$ cat config.mk
export PLATFORM = sky130hd
export DESIGN_NAME = pipeline_mem
export DESIGN_NICKNAME = d
export VERILOG_FILES = /design/src/rtl/riscv_pkg.sv /design/src/rtl/lsu_align.sv /design/src/rtl/pipeline_mem.sv
export SDC_FILE = /design/constraint.sdc
export NUM_CORES = 1
export LEC_CHECK = 0
export CELL_PAD_IN_SITES_DETAIL_PLACEMENT = 1
export CELL_PAD_IN_SITES_GLOBAL_PLACEMENT = 1
export CORE_AREA = 2 2 163 125
export CTS_CLUSTER_DIAMETER = 120
export DETAILED_ROUTE_END_ITERATION = 8
export DIE_AREA = 0 0 165 127
export PLACE_DENSITY = 0.81
export SYNTH_ARGS = -nofsm -noshare
export SYNTH_HDL_FRONTEND = slang
export SYNTH_SLANG_ARGS = --single-unit
$ cat constraint.sdc
create_clock -name clk -period 6.1 [get_ports clk]
set_input_delay 1.83 -clock clk [delete_from_list [all_inputs] [get_ports clk]]
set_output_delay 1.83 -clock clk [all_outputs]
set_load 0.02 [all_outputs]
$ cat src/rtl/riscv_pkg.sv
// Shared RISC-V pipeline constants and the memory-stage state encoding.
package riscv_pkg;
  localparam int XLEN = 32;

  localparam logic [6:0] OP_LOAD   = 7'b0000011;
  localparam logic [6:0] OP_STORE  = 7'b0100011;
  localparam logic [6:0] OP_BRANCH = 7'b1100011;

  localparam logic [2:0] F3_B  = 3'b000;
  localparam logic [2:0] F3_H  = 3'b001;
  localparam logic [2:0] F3_W  = 3'b010;
  localparam logic [2:0] F3_BU = 3'b100;
  localparam logic [2:0] F3_HU = 3'b101;

  typedef enum logic [1:0] {
    IDLE = 2'd0,
    REQ  = 2'd1,
    WAIT = 2'd2
  } mem_state_t;
endpackage

$ cat src/rtl/lsu_align.sv
// Byte-lane steering for stores, shift/extend for loads, and access legality check.
module lsu_align
  import riscv_pkg::*;
(
  input  logic            is_load_i,
  input  logic            is_store_i,
  input  logic [1:0]      off_i,
  input  logic [2:0]      funct_3_i,
  input  logic [XLEN-1:0] sdata_i,
  output logic [XLEN-1:0] wdata_o,
  output logic [3:0]      wstrb_o,
  output logic            fault_o,
  input  logic [1:0]      ld_off_i,
  input  logic [2:0]      ld_funct_3_i,
  input  logic [XLEN-1:0] rdata_i,
  output logic [XLEN-1:0] ldata_o
);
  logic            misaligned;
  logic            illegal;
  logic [XLEN-1:0] ld_sh;

  always_comb begin
    misaligned = 1'b0;
    case (funct_3_i[1:0])
      2'b01:   misaligned = off_i[0];
      2'b10:   misaligned = |off_i;
      default: misaligned = 1'b0;
    endcase
    illegal = 1'b0;
    if (is_load_i)
      illegal = !(funct_3_i inside {F3_B, F3_H, F3_W, F3_BU, F3_HU});
    else if (is_store_i)
      illegal = !(funct_3_i inside {F3_B, F3_H, F3_W});
    fault_o = (is_load_i | is_store_i) & (misaligned | illegal);
  end

  // Data is replicated across lanes so memory can pick it up from any offset.
  always_comb begin
    wdata_o = sdata_i;
    wstrb_o = 4'b1111;
    case (funct_3_i[1:0])
      2'b00: begin
        wdata_o = {4{sdata_i[7:0]}};
        wstrb_o = 4'b0001 << off_i;
      end
      2'b01: begin
        wdata_o = {2{sdata_i[15:0]}};
        wstrb_o = 4'b0011 << off_i;
      end
      default: ;
    endcase
  end

  assign ld_sh = rdata_i >> {ld_off_i, 3'b000};

  always_comb begin
    ldata_o = ld_sh;
    case (ld_funct_3_i)
      F3_B:    ldata_o = {{24{ld_sh[7]}}, ld_sh[7:0]};
      F3_H:    ldata_o = {{16{ld_sh[15]}}, ld_sh[15:0]};
      F3_BU:   ldata_o = {24'd0, ld_sh[7:0]};
      F3_HU:   ldata_o = {16'd0, ld_sh[15:0]};
      default: ldata_o = ld_sh;
    endcase
  end
endmodule

$ cat src/rtl/pipeline_mem.sv
// MEM stage: issues loads/stores over req/gnt/rvalid, stalls upstream while busy,
// and retires every instruction to writeback as a one-cycle valid_out pulse.
module pipeline_mem
  import riscv_pkg::*;
(
  input  logic            clk,
  input  logic            rst,
  input  logic            valid_in,
  input  logic [XLEN-1:0] result_in,
  input  logic [XLEN-1:0] data_in,
  input  logic [4:0]      rd_in,
  input  logic [6:0]      opcode_in,
  input  logic [2:0]      funct_3_in,
  output logic            stall_out,
  output logic            mem_req,
  output logic            mem_we,
  output logic [XLEN-1:0] mem_addr,
  output logic [XLEN-1:0] mem_wdata,
  output logic [3:0]      mem_wstrb,
  input  logic            mem_gnt,
  input  logic            mem_rvalid,
  input  logic [XLEN-1:0] mem_rdata,
  output logic            valid_out,
  output logic [XLEN-1:0] wb_result,
  output logic [4:0]      wb_rd,
  output logic            wb_we,
  output logic            fault_out
);
  mem_state_t      state_q;
  logic [XLEN-1:0] addr_q;
  logic [XLEN-1:0] wdata_q;
  logic [3:0]      wstrb_q;
  logic [4:0]      rd_q;
  logic [2:0]      f3_q;
  logic            store_q;
  logic            valid_q;
  logic            we_q;
  logic            fault_q;
  logic [XLEN-1:0] result_q;
  logic [4:0]      wbrd_q;

  logic            is_load;
  logic            is_store;
  logic            is_mem;
  logic            al_fault;
  logic [XLEN-1:0] al_wdata;
  logic [3:0]      al_wstrb;
  logic [XLEN-1:0] ld_data;

  assign is_load  = (opcode_in == OP_LOAD);
  assign is_store = (opcode_in == OP_STORE);
  assign is_mem   = is_load | is_store;

  lsu_align u_align (
    .is_load_i    (is_load),
    .is_store_i   (is_store),
    .off_i        (result_in[1:0]),
    .funct_3_i    (funct_3_in),
    .sdata_i      (data_in),
    .wdata_o      (al_wdata),
    .wstrb_o      (al_wstrb),
    .fault_o      (al_fault),
    .ld_off_i     (addr_q[1:0]),
    .ld_funct_3_i (f3_q),
    .rdata_i      (mem_rdata),
    .ldata_o      (ld_data)
  );

  // Drops in the completion cycle so upstream advances exactly once per instruction.
  always_comb begin
    stall_out = 1'b0;
    case (state_q)
      IDLE:    stall_out = valid_in & is_mem & ~al_fault;
      REQ:     stall_out = ~(store_q & mem_gnt);
      WAIT:    stall_out = ~mem_rvalid;
      default: stall_out = 1'b0;
    endcase
  end

  always_ff @(posedge clk or posedge rst) begin
    if (rst) begin
      state_q  <= IDLE;
      addr_q   <= '0;
      wdata_q  <= '0;
      wstrb_q  <= '0;
      rd_q     <= '0;
      f3_q     <= '0;
      store_q  <= 1'b0;
      valid_q  <= 1'b0;
      we_q     <= 1'b0;
      fault_q  <= 1'b0;
      result_q <= '0;
      wbrd_q   <= '0;
    end else begin
      valid_q <= 1'b0;
      we_q    <= 1'b0;
      fault_q <= 1'b0;
      case (state_q)
        IDLE: begin
          if (valid_in) begin
            if (!is_mem) begin
              valid_q  <= 1'b1;
              result_q <= result_in;
              wbrd_q   <= rd_in;
              we_q     <= (rd_in != 5'd0) && (opcode_in != OP_BRANCH);
            end else if (al_fault) begin
              // Faulting access never reaches memory; it retires straight away.
              valid_q  <= 1'b1;
              fault_q  <= 1'b1;
              result_q <= result_in;
              wbrd_q   <= rd_in;
            end else begin
              addr_q  <= result_in;
              wdata_q <= is_store ? al_wdata : '0;
              wstrb_q <= is_store ? al_wstrb : 4'b0000;
              rd_q    <= rd_in;
              f3_q    <= funct_3_in;
              store_q <= is_store;
              state_q <= REQ;
            end
          end
        end
        REQ: begin
          if (mem_gnt) begin
            if (store_q) begin
              valid_q <= 1'b1;
              wbrd_q  <= rd_q;
              state_q <= IDLE;
            end else begin
              state_q <= WAIT;
            end
          end
        end
        WAIT: begin
          if (mem_rvalid) begin
            valid_q  <= 1'b1;
            result_q <= ld_data;
            wbrd_q   <= rd_q;
            we_q     <= (rd_q != 5'd0);
            state_q  <= IDLE;
          end
        end
        default: state_q <= IDLE;
      endcase
    end
  end

  assign mem_req   = (state_q == REQ);
  assign mem_we    = store_q;
  assign mem_addr  = {addr_q[XLEN-1:2], 2'b00};
  assign mem_wdata = wdata_q;
  assign mem_wstrb = wstrb_q;
  assign valid_out = valid_q;
  assign wb_result = result_q;
  assign wb_rd     = wbrd_q;
  assign wb_we     = we_q;
  assign fault_out = fault_q;
endmodule

# Yosys cells after proc, flatten, opt, wreduce, memory -nomap -nowiden
# Index checks and enable logic that the tools add are counted.
# Widths: inputs -> output; s select.
[word_totals]
word_cells = 105
out_inout_bits = 111
input_bits = 116
register_bits = 119
[classes]
n_eq_ne = 21
n_bitwise = 9
n_mux = 42
n_shift = 3
n_reduce_logical = 18
[op_table]
columns = ["cell", "n"]
rows = [
  ["$mux 32", 5],
  ["$pmux 32 s2", 2],
  ["$pmux 32 s4", 1],
  ["$shr 32x5->32", 1],
  ["$mux 5", 6],
  ["$pmux 5 s3", 1],
  ["$reduce_bool 5->1", 3],
  ["$mux 1", 14],
  ["$eq 3x3->1 const B", 4],
  ["$mux 2", 6],
  ["$ne 2x2->1 const B", 4],
  ["$pmux 4 s2", 1],
  ["$reduce_and 4->1", 2],
  ["$eq 7x2->1 const B", 1],
  ["$eq 7x6->1 const B", 1],
  ["$ne 7x7->1 const B", 1],
  ["$eq 3x1->1 const B", 2],
  ["$logic_not 3->1", 2],
  ["$pmux 1 s3", 2],
  ["$pmux 2 s3", 1],
  ["$reduce_and 6->1", 1],
  ["$reduce_bool 3->1", 2],
  ["$reduce_and 5->1", 1],
  ["$and 1x1->1", 4],
  ["other kinds (16)", 25],
]

# Logic depth before layout (Yosys ltp)
# Gate-level depths: netlist (run 1).
[depth]
word_depth = 11
mapped_depth = 11

# Modules after synthesis
# A second synthesis (run 1) with hierarchy kept.
[unflattened]
cells_unflattened = 688
hier_area_um2 = 6530.0
[modules_own_cells]
columns = ["mod", "seq_area_each_um2", "area_each_um2", "instances", "cells_per_inst"]
rows = [
  ["pipeline_mem", 2977.9, 5236.3, 1, 463],
  ["lsu_align", 0.0, 1293.7, 1, 225],
]

# Least setup slack after synthesis (run 1)
# Ideal clock, no wire load.
[synth_path]
kind = "input -> output"
from = "input port funct_3_in[1]"
to = "output port stall_out"
cell_stages = 10
t_arrival_ns = 3.919
slack_ns = 0.351
cell_sequence = "buf_2 -> inv_1 -> ha_1 -> o211a_1 -> a31oi_2 -> nand4_4 -> or2_1 -> buf_6 -> clkbuf_1 -> a31oi_1"
[synth_via]
elab_chain_cells = 10
elab_cells_between_ends = 19
cone_classes = "eq/ne: 6; mux: 4; bitwise: 4; reduce/logical: 5"
[synth_lines]
columns = ["element", "line", "rtl"]
rows = [
  ["start, declared", "pipeline_mem.sv:13", "input logic [2:0] funct_3_in,"],
  ["$eq 3x1->1, or another cell as far along", "lsu_align.sv:31, lsu_align.sv:33", ""],
  ["$reduce_bool 3->1", "lsu_align.sv:33", "illegal = !(funct_3_i inside {F3_B, F3_H, F3_W});"],
  ["$logic_not 1->1", "lsu_align.sv:33", ""],
  ["$mux 1", "lsu_align.sv:32", "else if (is_store_i)"],
  ["$mux 1", "lsu_align.sv:30", "if (is_load_i)"],
  ["$or 1x1->1 *", "lsu_align.sv:34", "fault_o = (is_load_i | is_store_i) & (misaligned | illegal);"],
  ["$and 1x1->1 *", "lsu_align.sv:34", ""],
  ["$not 1->1 (no line) *", "-", ""],
  ["$and 1x1->1 *", "pipeline_mem.sv:73", "IDLE: stall_out = valid_in & is_mem & ~al_fault;"],
  ["$pmux 1 s3 *", "pipeline_mem.sv:72", "case (state_q)"],
  ["end, declared", "pipeline_mem.sv:14", "output logic stall_out,"],
]
# Every way passes the cells marked *; elsewhere a longest branch is shown, timed or not.

# Final worst setup path (run 1)
# Ends and elaborated chain as after synthesis.

==> out/summary.txt, run 1 <==
remaining antenna violation count: 0
Worst setup EP type: output port
Bufs on Longest Clock Path: 2
share of layout cells above drive strength 1: 13.46%
Initial DRC Count: 381
global-route usage over all layers: 22.90%
Netlist cell types: 49
Ports: 227
first-pass GRT wire length: 36.43 mm
antenna violations before repair: 0
Post-synth EDFFs: 0
Detailed Place HPWL: 17.17 mm
post-synthesis adder-cell area fraction: 1.544%
worst hold path type: reg2reg
maximum vdd drop: 0.1934 mV
Die H: 127 um
Finished Core Util: 48.73%
Initial Util: 33.74%
pin count of the biggest net entering global routing: 55
final WL: 23.67 mm
Clock Latency Late Sink: 0.42 ns
CTS Buf Count: 17
Critical Path RT: 4.27 ns
Hold EP: addr_q[30]$_DFFE_PP0P_
# DRC: 0
fmax: 168.6 MHz
Via density: 5.316
top_reg_cell synth: dfrtp_1
DR WL/cell: 21.50 um
setup slack after layout: 0.1700 ns
vias in the first global route: 6071
area of the core: 19210 um2
RSZ-0062 raised after global routing: no
pre-CTS setup slack: -0.1211 ns
CTS hold repair buffers: 0
status: completed
register-to-register setup slack: 3.08 ns
Pre-Repair DR Iteration Count: 6
flops & latches, synth: 119
Max-Cap Viols: 0
Area Growth Syn to Fin: 44.43%
Synth async-reset ratio: 100.0%
postcts setup bufs: 0
Post-Route Skew: 0.01239 ns
Hold Slack: 0.4914 ns
final period demand of the worst path: 5.930 ns
Avg Inst Size Synth: 10.02 um2
Slew Limit Fails: 0
TritonCTS Sinks: 119
Buffers on Ports: 224
Hold Path Depth: 1
hold path startpoint: addr_q[30]$_DFFE_PP0P_
grt ovf: 0
PwrDens: 354.5 nW/um2
Synth warnings: 0
actual slew at the worst max-slew pin: 1.035 ns
clk root buf: clkbuf_16
Worst-path clk slew: 0.05 ns
Synth Area in XOR/XNOR: 0%
Post-Syn Area: 6482 um2
largest family of logic cells by synthesized area: compound AO/OA/AOI/OAI gates
Period Utilization, post-route: 97.21%
post-synthesis compound-gate area fraction: 22.87%
reg-to-reg endpoint: wb_result[13]$_DFFE_PP0P_
Final Hold Viols: 0
CP Max Fanout: 4
NumNets Final: 959
crit path launch type: input port
vias post-DR: 5853
Relative slew margins: 30.88%
gate count of the mapped netlist: 647
WP data arrival: 4.10 ns
Row Count: 44
DIE AREA: 20960 um2
Lkg Pwr: 3.892 nW
simple-gate share of the synthesized area: 7.585%
setup violators final: 0
post-synthesis mux area share: 13.41%
CTS tree: yes
H-tree levels: 4
chip width: 165 um
post-layout power: 3.319 mW
routability cong.: 0.8670
R2R Path Start: state_q[0]$_DFFE_PP0P_
reg2reg path depth: 9
kind of critical path: in2out
Seq/Total Area, Yosys: 45.94%
[routing by layer]
metal | GRT usage, % | vias to the layer above | part of all wire [%]
met3 | 6.234 | 21 | 6.5
met1 | 32.44 | 2948 | 46
met4 | 5.371 | 0 | 1.2
li1 | - | 2716 | -
met5 | 0 | - | 0
met2 | 34.93 | 168 | 46
[placed cells by master (no fill, tap or decap), types with 31 or more instances in the layout]
cell and instances:
a21oi_1 41, mux2_2 37, clkdlybuf4s50_1 223, mux2i_1 31, a31oi_1 31, dfrtp_1 119
nor2_1 33, buf_4 31, o21ai_0 63, nand2_1 32
[repair_timing]
item	4_1_cts	5_1_grt
pin swaps	0	0
endpoints found under the setup margin	1	1
gates resized for setup	1	1
[cell usage after synthesis, types with 3 or more instances]
cell type  number  area [um2]
ha_1            8       100.1
buf_2          10       50.05
inv_1          16       60.06
mux2i_1        31       310.3
nor2b_1        11       68.82
mux2_2         37       416.7
dfrtp_1       119        2978
nand2b_1        3       18.77
a31oi_1        31       193.9
nor2_1         33       123.9
o22ai_1         7       43.79
a21oi_1        41       205.2
a211oi_1       14       105.1
buf_4          34       255.2
nand3_1         4       20.02
a22o_1         24       210.2
o21ai_1        24       120.1
o21ai_0        63       315.3
buf_6           4       45.04
nand2_1        32       120.1
o31ai_1        24       180.2
clkbuf_1       34       127.6
buf_1           5       18.77
mux2_1          6       67.56
[cell type report]
class / count / area (um2)
Clock inverter: 9 / 100.1
Inverter: 16 / 62.56
Tap cell: 253 / 316.6
Multi-Input combinational cell: 426 / 2954
Antenna cell: 1 / 2.502
Sequential cell: 119 / 2978
Fill cell: 2122 / 9851
Timing Repair Buffer: 255 / 2475
Clock buffer: 22 / 474.2
[power by group]
part / switching [mW] / internal, mW
clock: 0.364 / 0.627
sequential: 0.106 / 0.959
combinational: 0.681 / 0.582
total: 1.15 / 2.17
[metrics by stage]
step | cell area, um2 | instances | setup TNS, ns
finish | 9363 | 1101 | 0
global route | 9360 | 1100 | 0
CTS | 9359 | 1100 | 0
detailed placement | 8786 | 1069 | -0.1211
global placement | 8786 | 1069 | -0.06595
floorplan | 6486 | 648 | 0
[critical path: stages]
cell	delay, ns
clkdlybuf4s50_1	0.47
buf_4	0.18
ha_1	0.20
o211a_1	0.24
a31oi_2	0.24
nand4_4	0.13
or2_2	0.30
a31oi_1	0.14
clkdlybuf4s15_1	0.36
[cells by family (layout without fill, tap and decap cells)]
group	after synthesis	after routing
adders and majority gates	8	8
buffers and inverters	103	302
other	1	3
and+or+nand+nor	99	99
DFF	119	119
muxes	78	78
AOI/OAI and AO/OA	239	239
[how the worst max path moves through the flow]
stage,startpoint,endpoint,depth (start not counted)
5_1_grt,funct_3_in[0],stall_out,9
6_report,funct_3_in[1],stall_out,9
3_3_place_gp,funct_3_in[1],stall_out,9
4_1_cts,funct_3_in[0],stall_out,9
3_5_place_dp,funct_3_in[0],stall_out,9
2_1_floorplan,funct_3_in[1],stall_out,10
[flip-flops by register name, summed over array words and instances, names as in the netlist]
name       count
rd_q           5
f3_q           3
mem_wstrb      4
addr_q        32
wb_we          1
mem_we         1
mem_wdata     32
state_q        2
fault_out      1
wb_result     32
valid_out      1
wb_rd          5
Power figures use the tool's default switching activity.
==> inputs of run 2 (changes only) <==
CORE_AREA = 2 2 164 126   (was 2 2 163 125)
CTS_CLUSTER_DIAMETER = 50   (was 120)
DIE_AREA = 0 0 166 128   (was 0 0 165 127)
SYNTH_HIERARCHICAL = 1   (was not set)
==> run 2 against run 1 <==
- register-to-register slack better by 0.27 ns
- global-route usage shrank 0.76 points
- flip-flop and latch count stayed put
- fmax grew 1.1%
- worst hold slack worse by 0.013 ns
- total power up 17%
- sequential power up 8%
- largest power group unchanged
==> out/summary.txt, run 2 <==
Hold Slack: 0.4782 ns
Max-Cap Viols: 0
placed cells: 1111
Max stage delay on crit path: 0.41 ns
Synth warnings: 6
Critical Path RT: 4.27 ns
Buffers on Ports: 224
Pre-Repair DR Iteration Count: 5
Post-synth EDFFs: 0
worst hold path type: reg2reg
Area Growth Syn to Fin: 44.18%
clk root buf: clkbuf_16
actual slew at the worst max-slew pin: 1.083 ns
final WL: 23.34 mm
largest cells by area after synthesis: dfrtp_1 (46%), mux2_2 (8.4%), nand2_1 (7.4%)
setup violators final: 0
fmax: 170.6 MHz
grt ovf: 0
antenna violations before repair: 0
NumNets Final: 997
H-tree levels: 4
flops & latches, synth: 119
count leader, synth: nand2_1
fin cells: 1143
Final Hold Viols: 0
multi-input combinational cell area: 3045 um2
CTS tree: yes
pin count of the biggest net entering global routing: 90
FF+latch area: 2978 um2
Post-Syn Area: 6530 um2
final period demand of the worst path: 5.863 ns
Placed Area: 8810 um2
Worst setup EP type: output port
RSZ-0062 raised after global routing: no
Via density: 5.097
fill count: 2188
setup TNS: 0 ns
crit path launch type: input port
top_reg_cell synth: dfrtp_1
remaining antenna violation count: 0
global-route usage over all layers: 22.13%
Row Count: 45
Post-Route Skew: 0.009470 ns
crit-path cells: clkdlybuf4s50_1 > inv_1 > ha_1 > or2_2 > mux2i_1 > o22ai_1 > a21oi_2 > nor4_4 > nand3_4 > a21oi_1 > dlygate4sd2_1
Detailed Place HPWL: 17.19 mm
top cell family by delay on the critical path: buffers and inverters
Avg Inst Size Synth: 9.491 um2
postcts setup bufs: 0
routability cong.: 0.8863
Seq/Total Area, Yosys: 45.60%
Die H: 128 um
share of layout cells above drive strength 1: 14.35%
fin area: 9415 um2
# DRC: 0
most common cell after layout, fill and taps aside: clkdlybuf4s50_1
Commonest cells post-synth: nand2_1 (128), dfrtp_1 (119), o21ai_0 (69)
top cell type's share of synthesized area: 45.60%
leading area contributor after synthesis: dfrtp_1
Netlist cell types: 44
first-pass GRT wire length: 36.49 mm
Bufs on Longest Clock Path: 2
vias in the first global route: 6270
Initial Util: 33.04%
CP Max Fanout: 4
CTS Buf Count: 17
Clock Latency Late Sink: 0.41 ns
WP data arrival: 4.03 ns
Period Utilization, post-route: 96.12%
Synth async-reset ratio: 100.0%
status: completed
area of the core: 19760 um2
post-layout power: 3.874 mW
Critical-path top delay cell: clkdlybuf4s50_1
Initial DRC Count: 322
gate count of the mapped netlist: 688
Worst-path clk slew: 0.06 ns
Lkg Pwr: 3.983 nW
ANT cells: 0
DR WL/cell: 20.42 um
chip width: 166 um
Slew Limit Fails: 0
kind of critical path: in2out
vias post-DR: 5826
PwrDens: 411.4 nW/um2
TritonCTS Sinks: 119
maximum vdd drop: 0.2302 mV
DIE AREA: 21250 um2
Relative slew margins: 27.61%
Ports: 227
most frequent cells in the layout: clkdlybuf4s50_1 (223), nand2_1 (128), dfrtp_1 (119)
Buf/Inv on CP: 3
run 2: changes by cell type after synthesis, moves of 10 or more:
cell       change
nand2_1       +96
a2bb2oi_1     +30
a31oi_1       -29
o21ai_1       -24
o31ai_1       -24
a22o_1        -23
o22ai_1       +20
mux2_2        +12
a21oi_1       -11
mux2i_1       -10
run 2: logic make-up after synthesis:
family	after synthesis	synth area share, %
adder cells (fa/ha/maj)	9	1.724
AO/OA/AOI/OAI	184	17.82
multiplexers	75	12.82
AND/OR/NAND/NOR	202	13.49
other	1	0.05743
flip-flops	119	45.60
buffers and inverters	98	8.488
run 2: where the power goes:
part / internal, mW / leakage [nW] / switching, mW
clock network: 0.616 / 0.273 / 0.399
logic: 0.826 / 2.19 / 0.891
registers: 1.00 / 1.52 / 0.138
run 2: worst min-delay path, cell delays in order, from the launching register on:
cell and delay [ns]:
dfrtp_1 0.34, nand2_1 0.05, o21ai_0 0.06
run 2: worst paths after layout:
check | cells after the start | endpoint | slack (ns) | startpoint
min reg2reg | 2 | mem_wdata[10]$_DFFE_PP0P_ | 0.48 | mem_wdata[10]$_DFFE_PP0P_
max reg2reg | 7 | addr_q[23]$_DFFE_PP0P_ | 3.35 | state_q[0]$_DFFE_PP0P_
max | 11 | stall_out | 0.24 | funct_3_in[1]
max in group asynchronous | 3 | wb_result[31]$_DFFE_PP0P_ | 3.16 | rst
min | 2 | mem_wdata[10]$_DFFE_PP0P_ | 0.48 | mem_wdata[10]$_DFFE_PP0P_
min in group asynchronous | 2 | addr_q[19]$_DFFE_PP0P_ | 1.92 | rst
run 2: per-stage QoR:
| step | util, % | worst slack (ns) |
|---|---|---|
| 5_1_grt | 47.64 | 0.05271 |
| 6_report | 47.64 | 0.2367 |
| 2_1_floorplan | - | 0.1534 |
| 4_1_cts | 47.62 | 0.2354 |
| 3_5_place_dp | 44.58 | -0.1119 |
| 3_3_place_gp | 44.58 | -0.03859 |
run 2: layout make-up:
| class | instances | share of cell area (%) |
|---|---|---|
| multi-input combinational | 472 | 32.35 |
| sequential | 119 | 31.63 |
| timing repair buffer | 249 | 25.79 |
| clock buffer | 19 | 4.704 |
| tap | 258 | 3.429 |
| clock inverter | 13 | 1.555 |
| inverter | 13 | 0.5449 |
run 2: repair_timing:
item / in CTS / in global routing
gates resized for setup: 3 / 1
hold buffers: 0 / 0
endpoints found under the setup margin: 1 / 1
pin swaps: 0 / 0
endpoints found under the hold margin: 0 / 0
gates cloned: 0 / 0
run 2: metal layers:
metal  wire [um]  vias to the layer above  share of wire, %  track usage [%]
met5           0                        -                 0                0
met4         274                        0               1.2            5.166
met3        1288                       24               5.5            5.835
met2       10740                      159                46            35.54
met1       11040                     2906                47            30.06
li1            -                     2737                 -                -
==> inputs of run 3 (changes only) <==
clock period = 5.8 ns   (was 6.1 ns; I/O delays follow)
==> run 3 against run 2 <==
- die area is the same
- flip-flop and latch count unchanged
- sequential share of layout area down 0.11 points
- clock skew grew 0.00090 ns
- global-route usage fell by 0.56 points
- largest power group unchanged
==> out/summary.txt, run 3 (synthesis gave the netlist of run 2 again) <==
status: completed
setup TNS: 0 ns
Gate power share: 44.1%
Row Count: 45
Clock Latency Late Sink: 0.42 ns
maximum vdd drop: 0.2873 mV
kind of critical path: in2out
Critical Path RT: 4.06 ns
crit path launch type: input port
final period demand of the worst path: 5.644 ns
clk root buf: clkbuf_16
Worst-path clk slew: 0.06 ns
antenna violations before repair: 0
ANT cells: 0
Bufs on Longest Clock Path: 2
vias in the first global route: 6154
most common cell after layout, fill and taps aside: clkdlybuf4s50_1
NumNets Final: 1000
routability cong.: 0.8356
fmax: 177.2 MHz
WP data arrival: 3.90 ns
Via density: 5.094
Pre-Repair DR Iteration Count: 5
CTS Buf Count: 17
worst hold path type: reg2reg
TritonCTS Sinks: 119
Seq pwr share: 29.5%
Final Hold Viols: 0
remaining antenna violation count: 0
CTS tree: yes
met1 usage: 29.39%
Detailed Place HPWL: 17.05 mm
DR WL/cell: 19.99 um
PwrDens: 431.5 nW/um2
most frequent cells in the layout: clkdlybuf4s50_1 (223), nand2_1 (128), dfrtp_1 (119)
clock power share: 26.4%
Die H: 128 um
Buffers on Ports: 224
DIE AREA: 21250 um2
Area Growth Syn to Fin: 44.70%
Sw Ratio: 36.28%
vias post-DR: 5833
Period Utilization, post-route: 97.30%
Post-Route Skew: 0.01037 ns
chip width: 166 um
RSZ-0062 raised after global routing: no
# DRC: 0
P_int: 2.598 mW
grt ovf: 0
global-route usage over all layers: 21.58%
Placed Area: 8845 um2
first-pass GRT wire length: 35.45 mm
fin area: 9449 um2
CP Max Fanout: 4
share of layout cells above drive strength 1: 14.54%
fill count: 2217
Initial Util: 33.04%
Slew Limit Fails: 0
final WL: 22.88 mm
area of the core: 19760 um2
Worst setup EP type: output port
met2 Use GR: 34.24%
grt met3 use: 6.144%
CTS hold repair buffers: 0
Ports: 227
H-tree levels: 4
pin count of the biggest net entering global routing: 90
Lkg Pwr: 4.004 nW
Max-Cap Viols: 0
Switching Power: 1.479 mW
GRT busiest layer: met2
actual slew at the worst max-slew pin: 1.131 ns
Initial DRC Count: 334
setup violators final: 0
Relative slew margins: 24.41%
-- run 3: through the flow --
stage                     worst slack [ns]  util (%)  hold slack [ns]  std cells  total power, mW
after CTS                          0.09186     47.78           0.4831       1145            4.121
after detailed placement           -0.2693     44.75           0.4701       1114            3.017
after floorplan                    0.03344         -           0.4739        689            2.287
after global routing              0.004625     47.81           0.5100       1145            4.294
final                               0.1565     47.81           0.4774       1145            4.077
after global placement             -0.1230     44.75           0.4611       1114            2.980
-- run 3: per-layer routing --
metal | routed length (um) | part of all wire (%)
met1 | 10740 | 47
met2 | 10420 | 46
met3 | 1502 | 6.6
met4 | 226 | 0.99
met5 | 0 | 0
-- run 3: path summary, 6_finish.rpt --
kind,startpoint,end,slack [ns],cells after the start
min,mem_wdata[17]$_DFFE_PP0P_,mem_wdata[17]$_DFFE_PP0P_,0.48,2
min reg2reg,mem_wdata[17]$_DFFE_PP0P_,mem_wdata[17]$_DFFE_PP0P_,0.48,2
max,funct_3_in[1],stall_out,0.16,11
max reg2reg,addr_q[0]$_DFFE_PP0P_,wb_result[21]$_DFFE_PP0P_,2.97,7
max in group asynchronous,rst,wb_result[31]$_DFFE_PP0P_,3.15,3
min in group asynchronous,rst,addr_q[23]$_DFFE_PP0P_,1.83,2
-- run 3: worst max-delay path, stage by stage --
cell and delay (ns):
clkdlybuf4s50_1 0.42, inv_1 0.14, ha_1 0.25, or2_2 0.15, mux2i_1 0.07, o22ai_1 0.19, a21oi_2 0.12, nor4_4 0.26
nand3_4 0.10, a21oi_1 0.13, clkdlybuf4s15_1 0.34
-- run 3: what timing repair did --
action / 4_1_cts / 5_1_grt
setup endpoints to repair: 1 / 1
setup buffers: 0 / 0
resized for setup: 3 / 2
cloned: 0 / 0
-- run 3: power by group through the flow --
| stage | sequential [mW] | combinational (mW) | clock [mW] |
|---|---|---|---|
| 6_report | 1.20 | 1.80 | 1.08 |
| 5_1_grt | 1.23 | 1.93 | 1.14 |
| 4_1_cts | 1.21 | 1.81 | 1.10 |
| 3_5_place_dp | 1.21 | 1.80 | 0 |
| 3_3_place_gp | 1.20 | 1.78 | 0 |
| 2_1_floorplan | 1.37 | 0.914 | 0 |
-- run 3: final cells by class --
class	count	area, um2	share of cell area, %
repair buffers	252	2465	26.09
clock inverters	13	157.7	1.668
flip-flops and latches	119	2978	31.51
inverters	13	51.30	0.5429
multi-input cells	472	3045	32.23
clock buffers	18	429.2	4.542
well taps	258	322.8	3.416
